--- src/rtl/comple2_pkg.sv ---
// Shared constants for the chunked two's-complement unit: operand modes,
// FSM encoding and a most-negative-value helper.
package comple2_pkg;

    localparam logic [1:0] MODE_PASS = 2'b00;
    localparam logic [1:0] MODE_NEG  = 2'b01;
    localparam logic [1:0] MODE_ABS  = 2'b10;
    localparam logic [1:0] MODE_RSV  = 2'b11;

    typedef enum logic [1:0] {
        ST_IDLE = 2'b00,
        ST_BUSY = 2'b01,
        ST_DONE = 2'b10
    } state_t;

    // Widths up to 64 bits; callers truncate to their own width.
    function automatic logic [63:0] min_neg(input int width);
        return 64'd1 << (width - 1);
    endfunction

endpackage

--- src/rtl/comple2_chunk.sv ---
// CHUNK-bit conditional complement-and-increment slice; a ripple of per-bit
// cells so the carry chain is only CHUNK long.
module comple2_chunk #(
    parameter int CHUNK = 4
) (
    input  logic [CHUNK-1:0] a,
    input  logic             cin,
    input  logic             cmp,
    output logic [CHUNK-1:0] r,
    output logic             cout
);

    logic [CHUNK:0] c;

    assign c[0] = cin;

    for (genvar i = 0; i < CHUNK; i++) begin : g_bit
        logic x;
        assign x      = a[i] ^ cmp;
        assign r[i]   = x ^ c[i];
        assign c[i+1] = x & c[i];
    end

    assign cout = c[CHUNK];

endmodule

--- src/rtl/comple2_secuencial.sv ---
// Multi-cycle negate / pass / abs unit: one CHUNK-bit slice per clock, LSB
// first, with valid/ready on both sides.
//
// state   | meaning
// IDLE    | waiting for an operand
// BUSY    | NCHUNK cycles of chunk processing
// DONE    | result held until the consumer takes it
module comple2_secuencial
    import comple2_pkg::*;
#(
    parameter int WIDTH = 16,
    parameter int CHUNK = 4
) (
    input  logic             clk,
    input  logic             rst_n,
    input  logic             in_valid,
    output logic             in_ready,
    input  logic [WIDTH-1:0] in_data,
    input  logic [1:0]       in_mode,
    output logic             out_valid,
    input  logic             out_ready,
    output logic [WIDTH-1:0] out_data,
    output logic             out_ovf,
    output logic             out_zero
);

    localparam int NCHUNK = WIDTH / CHUNK;
    localparam int CW     = (NCHUNK > 1) ? $clog2(NCHUNK) : 1;

    if (WIDTH < 2 || CHUNK < 1 || (WIDTH % CHUNK) != 0) begin : g_bad_params
        $error("comple2_secuencial: WIDTH must be >= 2 and a multiple of CHUNK");
    end

    state_t           state;
    logic [WIDTH-1:0] opnd;
    logic [WIDTH-1:0] res;
    logic [WIDTH-1:0] res_next;
    logic [WIDTH-1:0] r_ext;
    logic [CHUNK-1:0] r;
    logic [CW-1:0]    cnt;
    logic             carry;
    logic             cout;
    logic             cmp;
    logic             cmp_in;
    logic             ovf_q;
    logic             accept;

    assign in_ready = rst_n & ((state == ST_IDLE) | ((state == ST_DONE) & out_ready));
    assign accept   = in_valid & in_ready;

    always_comb begin
        cmp_in = 1'b0;
        case (in_mode)
            MODE_NEG: cmp_in = 1'b1;
            MODE_ABS: cmp_in = in_data[WIDTH-1];
            default:  cmp_in = 1'b0;
        endcase
    end

    comple2_chunk #(.CHUNK(CHUNK)) u_chunk (
        .a    (opnd[CHUNK-1:0]),
        .cin  (carry),
        .cmp  (cmp),
        .r    (r),
        .cout (cout)
    );

    // New slice enters at the MSB side; after NCHUNK shifts the word is aligned.
    assign r_ext    = WIDTH'(r) << (WIDTH - CHUNK);
    assign res_next = (res >> CHUNK) | r_ext;

    always_ff @(posedge clk or negedge rst_n) begin
        if (!rst_n) begin
            state     <= ST_IDLE;
            opnd      <= '0;
            res       <= '0;
            cnt       <= '0;
            carry     <= 1'b0;
            cmp       <= 1'b0;
            ovf_q     <= 1'b0;
            out_valid <= 1'b0;
            out_data  <= '0;
            out_ovf   <= 1'b0;
            out_zero  <= 1'b0;
        end else begin
            case (state)
                ST_BUSY: begin
                    res   <= res_next;
                    opnd  <= opnd >> CHUNK;
                    carry <= cout;
                    cnt   <= cnt + 1'b1;
                    if (cnt == CW'(NCHUNK - 1)) begin
                        state     <= ST_DONE;
                        out_valid <= 1'b1;
                        out_data  <= res_next;
                        out_ovf   <= ovf_q;
                        out_zero  <= (res_next == '0);
                    end
                end
                ST_DONE: begin
                    if (out_ready) begin
                        out_valid <= 1'b0;
                        state     <= ST_IDLE;
                    end
                end
                ST_IDLE: ;
                default: state <= ST_IDLE;
            endcase

            // Accept overrides the DONE->IDLE move so a handoff goes straight to BUSY.
            if (accept) begin
                opnd  <= in_data;
                cmp   <= cmp_in;
                carry <= cmp_in;
                cnt   <= '0;
                ovf_q <= cmp_in & (in_data == WIDTH'(min_neg(WIDTH)));
                state <= ST_BUSY;
            end
        end
    end

endmodule

--- config.mk ---
export PLATFORM = sky130hd
export DESIGN_NAME = comple2_secuencial
export DESIGN_NICKNAME = d
export VERILOG_FILES = /design/src/rtl/comple2_pkg.sv /design/src/rtl/comple2_chunk.sv /design/src/rtl/comple2_secuencial.sv
export SDC_FILE = /design/constraint.sdc
export NUM_CORES = 1
export LEC_CHECK = 0
export ABC_AREA = 0
export CELL_PAD_IN_SITES_DETAIL_PLACEMENT = 1
export CELL_PAD_IN_SITES_GLOBAL_PLACEMENT = 1
export CORE_MARGIN = 3
export CORE_UTILIZATION = 38
export CTS_BUF_LIST = sky130_fd_sc_hd__clkbuf_4
export DETAILED_ROUTE_END_ITERATION = 8
export HOLD_SLACK_MARGIN = 0.03
export PLACE_DENSITY_LB_ADDON = 0.1
export SLEW_MARGIN = 20
export SYNTH_ARGS = -nofsm -noshare
export SYNTH_HDL_FRONTEND = slang
export SYNTH_SLANG_ARGS = --single-unit
--- constraint.sdc ---
create_clock -name clk -period 1.9 [get_ports clk]
set_clock_uncertainty 0.1 [all_clocks]
set_input_delay 0.285 -clock clk [delete_from_list [all_inputs] [get_ports clk]]
set_output_delay 0.285 -clock clk [all_outputs]
set_load 0.02 [all_outputs]
== Word-level counts from Yosys, hierarchy flattened ==
Cells that the tools add are included.

* Output and inout port bits: 20
* Flip-flop bits (word level): 58
* Input bits: 22
* Logic and storage cells: 62

* $add $sub $neg: 1
* Reductions and logical operators: 7
* Mux-type cells: 14
* Equal/unequal tests: 11
* Bitwise gates (word level): 18

{| class="wikitable"
|+ Operator list
! kind !! number
|-
| 2-to-1 mux 16 bit || 2
|-
| == test 16 bit, second input constant || 1
|-
| zero test 16 bit || 1
|-
| bitwise OR 12 x 16 -> 16 bit || 1
|-
| 2-to-1 mux 2 bit || 5
|-
| bitwise AND 1 bit || 8
|-
| XOR 1 bit || 8
|-
| == test 2 bit, second input constant || 3
|-
| != test 2 bit, second input constant || 3
|-
| != test 3 bit, second input constant || 2
|-
| one-hot mux 2 bit (3 select lines) || 1
|-
| AND reduction 3 bit || 2
|-
| == test 2 x 1 -> 1 bit, second input constant || 2
|-
| 2-to-1 mux 1 bit || 4
|-
| one-hot mux 1 bit (2 select lines) || 2
|-
| nonzero test 2 bit || 2
|-
| adder 2 x 1 -> 2 bit, second input constant || 1
|-
| zero test 2 bit || 1
|-
| AND reduction 2 bit || 1
|-
| bitwise OR 1 bit || 1
|}

== Longest topological paths before layout ==
* Depth in word-level cells: 7
* Depth in mapped cells: 9
* Mapped depth without buffers: 8

== Hierarchy ==
Synthesis repeated with hierarchy kept, for this count alone.

* Cells, all modules: 236
* Area, all modules: 2,437.3 sq um

{| class="wikitable"
|+ By module, submodules not included
! module !! sequential area each (sq um) !! times used !! area each (sq um) !! cells each
|-
| comple2_secuencial || 1,351.3 || 1 || 2,352.3 || 228
|-
| comple2_chunk || 0.0 || 1 || 85.1 || 8
|}

== Worst setup path before layout ==
Ideal clock, no wire load.

* Path type: reg-to-reg
* Start point: register cmp
* End point: register out_zero
* Cell stages (with the launch flop): 10
* Setup time: 0.083 ns
* Arrival time: 1.874 ns
* Path slack: -0.157 ns
* Path buffers: 1
* Period minus slack after synthesis: 2.057 ns
* Data required time: 1.717 ns
* Cells stage by stage: dfrtp_1 clkbuf_1 xor2_1 ha_1 ha_1 ha_1 ha_1 nor4_1 nand4_1 o21ai_0

* Cells in the longest elaborated chain, start to end: 7
* Elaborated cells between the ends (all ways): 13
* Classes of those cells: bitwise: 12; reduce/logical: 1

{| class="wikitable"
|+ Ends and longest elaborated chain
! element !! RTL line !! RTL
|-
| from (decl) || comple2_secuencial.sv:43 || <nowiki>logic cmp;</nowiki>
|-
| from (signal assigned) || comple2_secuencial.sv:113 || <nowiki>cmp <= cmp_in;</nowiki>
|-
| XOR 1 bit || comple2_chunk.sv:19 || <nowiki>assign x = a[i] ^ cmp;</nowiki>
|-
| bitwise AND 1 bit (3 in series) || comple2_chunk.sv:21 || <nowiki>assign c[i+1] = x & c[i];</nowiki>
|-
| XOR 1 bit * || comple2_chunk.sv:20 || <nowiki>assign r[i] = x ^ c[i];</nowiki>
|-
| named net r[3] || comple2_secuencial.sv:39 || <nowiki>logic [CHUNK-1:0] r;</nowiki>
|-
| bitwise OR 12 x 16 -> 16 bit * || comple2_secuencial.sv:70 || <nowiki>assign res_next = (res >> CHUNK) | r_ext;</nowiki>
|-
| zero test 16 bit * || comple2_secuencial.sv:97 || <nowiki>out_zero <= (res_next == '0);</nowiki>
|-
| to (signal assigned) || comple2_secuencial.sv:97 ||
|-
| to (decl) || comple2_secuencial.sv:24 || <nowiki>output logic out_zero</nowiki>
|}

The timed path passes the listed nets; every way through them passes the cells marked *.
A chain may end at the register's enable or synchronous reset.

== Worst setup path after layout ==
Same ends and word-level chain as after synthesis.

==> flow_summary_export.csv <==
group,metric,value,unit
run_status,run_status,"finished, violations left",
run_status,violations,"setup timing",
drt,routed-via-count,1801,
final_layout,syn_to_final_growth,26.5,%
place,placed_area,0.00301,mm²
final_layout,mostFrequentLayoutCell,"nand2_1",
drt,avgViaCountPerCell,5.07,
sta,tns,-0.0718,ns
clock_network,clkTransAtPathRegs,0.15,ns
worst_setup_path,cp-start-kind,"flip-flop",
floorplanning,initial_utilization,40.1,%
power_and_ir_drop,pwr_density_cell,1600,mW/mm²
floorplanning,die-area,0.00739,mm²
sta,worst_slew_pin_slew,0.690,ns
sta,rsz0062_at_grt,"yes",
final_layout,layout.nets,310,
global_route,overflow,0,
worst_setup_path,end_kind,"flip-flop",
synthesis,synth_area,0.00243,mm²
worst_setup_path,worstPathMaxFanout,3,
place,port_buffers,41,
global_route,track_usage,15.7,%
clock_network,htree_levels,2,
clock_network,root_buffer,"clkbuf_4",
sta,fin_crit,1.95,ns
synthesis,synth-seq-area-share,55.6,%
flow_run,maxCapViolCount,0,
drt,drc,0,
final_layout,drive_above_1_share,15.0,%
global_route,grt_max_degree,55,
final_layout,final_cell_area,0.00307,mm²
worst_setup_path,crit_required,2.10,ns
worst_setup_path,arrival,2.16,ns
global_route,grt_pass1_vias,1840,
clock_network,clock-sinks,54,
sta,layout_setup_ws,-0.0547,ns
clock_network,numCtsBuffers,5,
drt,wl_per_cell,15.0,µm
sta,slew_violations,0,
global_route,grt_pass1_wl,9.28,mm
place,dp.cells,348,
floorplanning,die_h,86.0,µm
floorplanning,core_area,0.00606,mm²
drt,ant_nets,0,
worst_setup_path,rrSetupSlack,-0.05,ns
power_and_ir_drop,total_power,4920,µW
synthesis,synth_cell_types,26,
worst_hold_path,hp-class,"input port to flip-flop",
clock_network,clk_latency,0.36,ns
synthesis,syn_inst,233,
place,gp_congestion,0.719,
sta,max_slew_margin,54.0,%
floorplanning,rows,28,
worst_setup_path,criticalPathCategory,"flip-flop to flip-flop",
synthesis,syn_avg_cell_area,10.4,µm²
floorplanning,die_w,86.0,µm
clock_network,post_cts_buffers,0,
final_layout,final_cells,355,
sta,max_freq,512,MHz
clock_network,tritoncts,"done",
power_and_ir_drop,ir_drop,0.696,mV
global_route,antenna_found_initial,0,
sta,setup_viol,2,
sta,period_share,103,%
drt,routed_wirelength,5.32,mm
place,hpwl,3.84,mm
drt,first_pass_iters,4,
power_and_ir_drop,power.leakage,0.00148,µW
synthesis,yosysWarnings,0,
place,pre_cts_slack,-0.140,ns
clock_network,clock_path_buffers,2,
final_layout,layout_common_cells,"68 x nand2_1, 54 x dfrtp_1, 39 x clkdlybuf4s50_1, 17 x mux2_4, 15 x nor2_1",
drt,drt_iter0_drc,70,
synthesis,synth-seq-cells,54,
final_layout,antennaDiodeCount,0,
sta,hold_viol,0,
floorplanning,pin_count,42,
synthesis,syn_nets,262,
[power breakdown]
| group | internal, µW | total, µW | switching (µW) |
|---|---|---|---|
| clock | 128 | 468 | 340 |
| sequential | 1640 | 1990 | 353 |
| combinational | 1240 | 2460 | 1220 |
| total | 3010 | 4920 | 1910 |
[cells in the mapped netlist]
library cell / n / area, µm²
nand2_1: 68 / 255
dfrtp_1: 54 / 1350
mux2_4: 17 / 255
nor2_1: 15 / 56.3
a31oi_1: 12 / 75.1
o21ai_0: 9 / 45.0
nor4_1: 8 / 50.1
ha_1: 7 / 87.6
inv_1: 7 / 26.3
buf_2: 6 / 30.0
a21oi_1: 4 / 20.0
clkbuf_1: 4 / 15.0
nand3_1: 4 / 20.0
xor2_1: 4 / 35.0
buf_6: 2 / 22.5
nand4_1: 2 / 12.5
a22oi_1: 1 / 7.51
and2_1: 1 / 6.26
and2b_1: 1 / 7.51
and3b_1: 1 / 8.76
buf_4: 1 / 7.51
nand2_2: 1 / 6.26
nand2b_1: 1 / 6.26
nand4b_1: 1 / 8.76
or3_1: 1 / 6.26
xnor2_1: 1 / 8.76
[worst max-delay path, cell delays in order (launching register included)]
cell,delay [ns]
dfrtp_1,0.44
buf_4,0.17
xor2_2,0.18
ha_4,0.17
ha_4,0.15
ha_4,0.23
nor4_2,0.20
nand4_1,0.10
o21ai_1,0.15
[layer usage]
| layer | vias to the layer above | GRT usage [%] | part of all wire [%] |
|---|---|---|---|
| li1 | 872 | - | - |
| met1 | 894 | 22.5 | 49 |
| met2 | 30 | 24.7 | 46 |
| met3 | 5 | 3.17 | 3.7 |
| met4 | 0 | 3.02 | 0.73 |
| met5 | - | 0 | 0 |
[logic make-up after synthesis]
logic type	after synthesis	share of synthesized area [%]
adders and majority gates	7	3.60
AOI/OAI and AO/OA	26	6.07
and+or+nand+nor	104	18.3
muxes	17	10.5
DFF	54	55.6
buffers and inverters	20	4.17
xor gates and xnor gates	5	1.80
[cell type report]
class	count	area (µm²)
Multi-Input combinational cell	159	1030
Clock inverter	1	3.75
Inverter	7	26.3
Clock buffer	5	37.5
Tap cell	75	93.8
Timing Repair Buffer	54	529
Fill cell	673	2990
Sequential cell	54	1350
[what timing repair did]
action | CTS | global route
endpoints found under the setup margin | 3 | 2
pin swaps | 2 | 0
hold buffers | 1 | 0
hold endpoints to repair | 54 | 0
resized for setup | 3 | 0
[final timing paths]
check,cells after the start,from,to
setup / recovery,8,cmp$_DFFE_PN0P_,out_zero$_DFFE_PN0P_
hold reg to reg,2,opnd[12]$_DFFE_PN0P_,opnd[12]$_DFFE_PN0P_
hold / removal,3,in_data[14],opnd[14]$_DFFE_PN0P_
min in group asynchronous,3,rst_n,cnt[0]$_DFFE_PN0P_
setup reg to reg,8,cmp$_DFFE_PN0P_,out_zero$_DFFE_PN0P_
max in group asynchronous,3,rst_n,opnd[15]$_DFFE_PN0P_
[through the flow]
| step | util [%] | hold slack [ns] |
|---|---|---|
| finish | 50.7 | 0.394 |
| global route | 50.7 | 0.400 |
| CTS | 50.7 | 0.388 |
| detailed placement | 49.7 | 0.390 |
| global placement | 49.7 | 0.370 |
| floorplan | - | -0.111 |
[sequential cells by signal (all words and copies together) (netlist names)]
register   count
opnd          16
out_data      16
res           12
cnt            2
state          2
carry          1
cmp            1
out_ovf        1
out_valid      1
out_zero       1
ovf_q          1
Note: power is estimated with default switching activity, not from simulation.
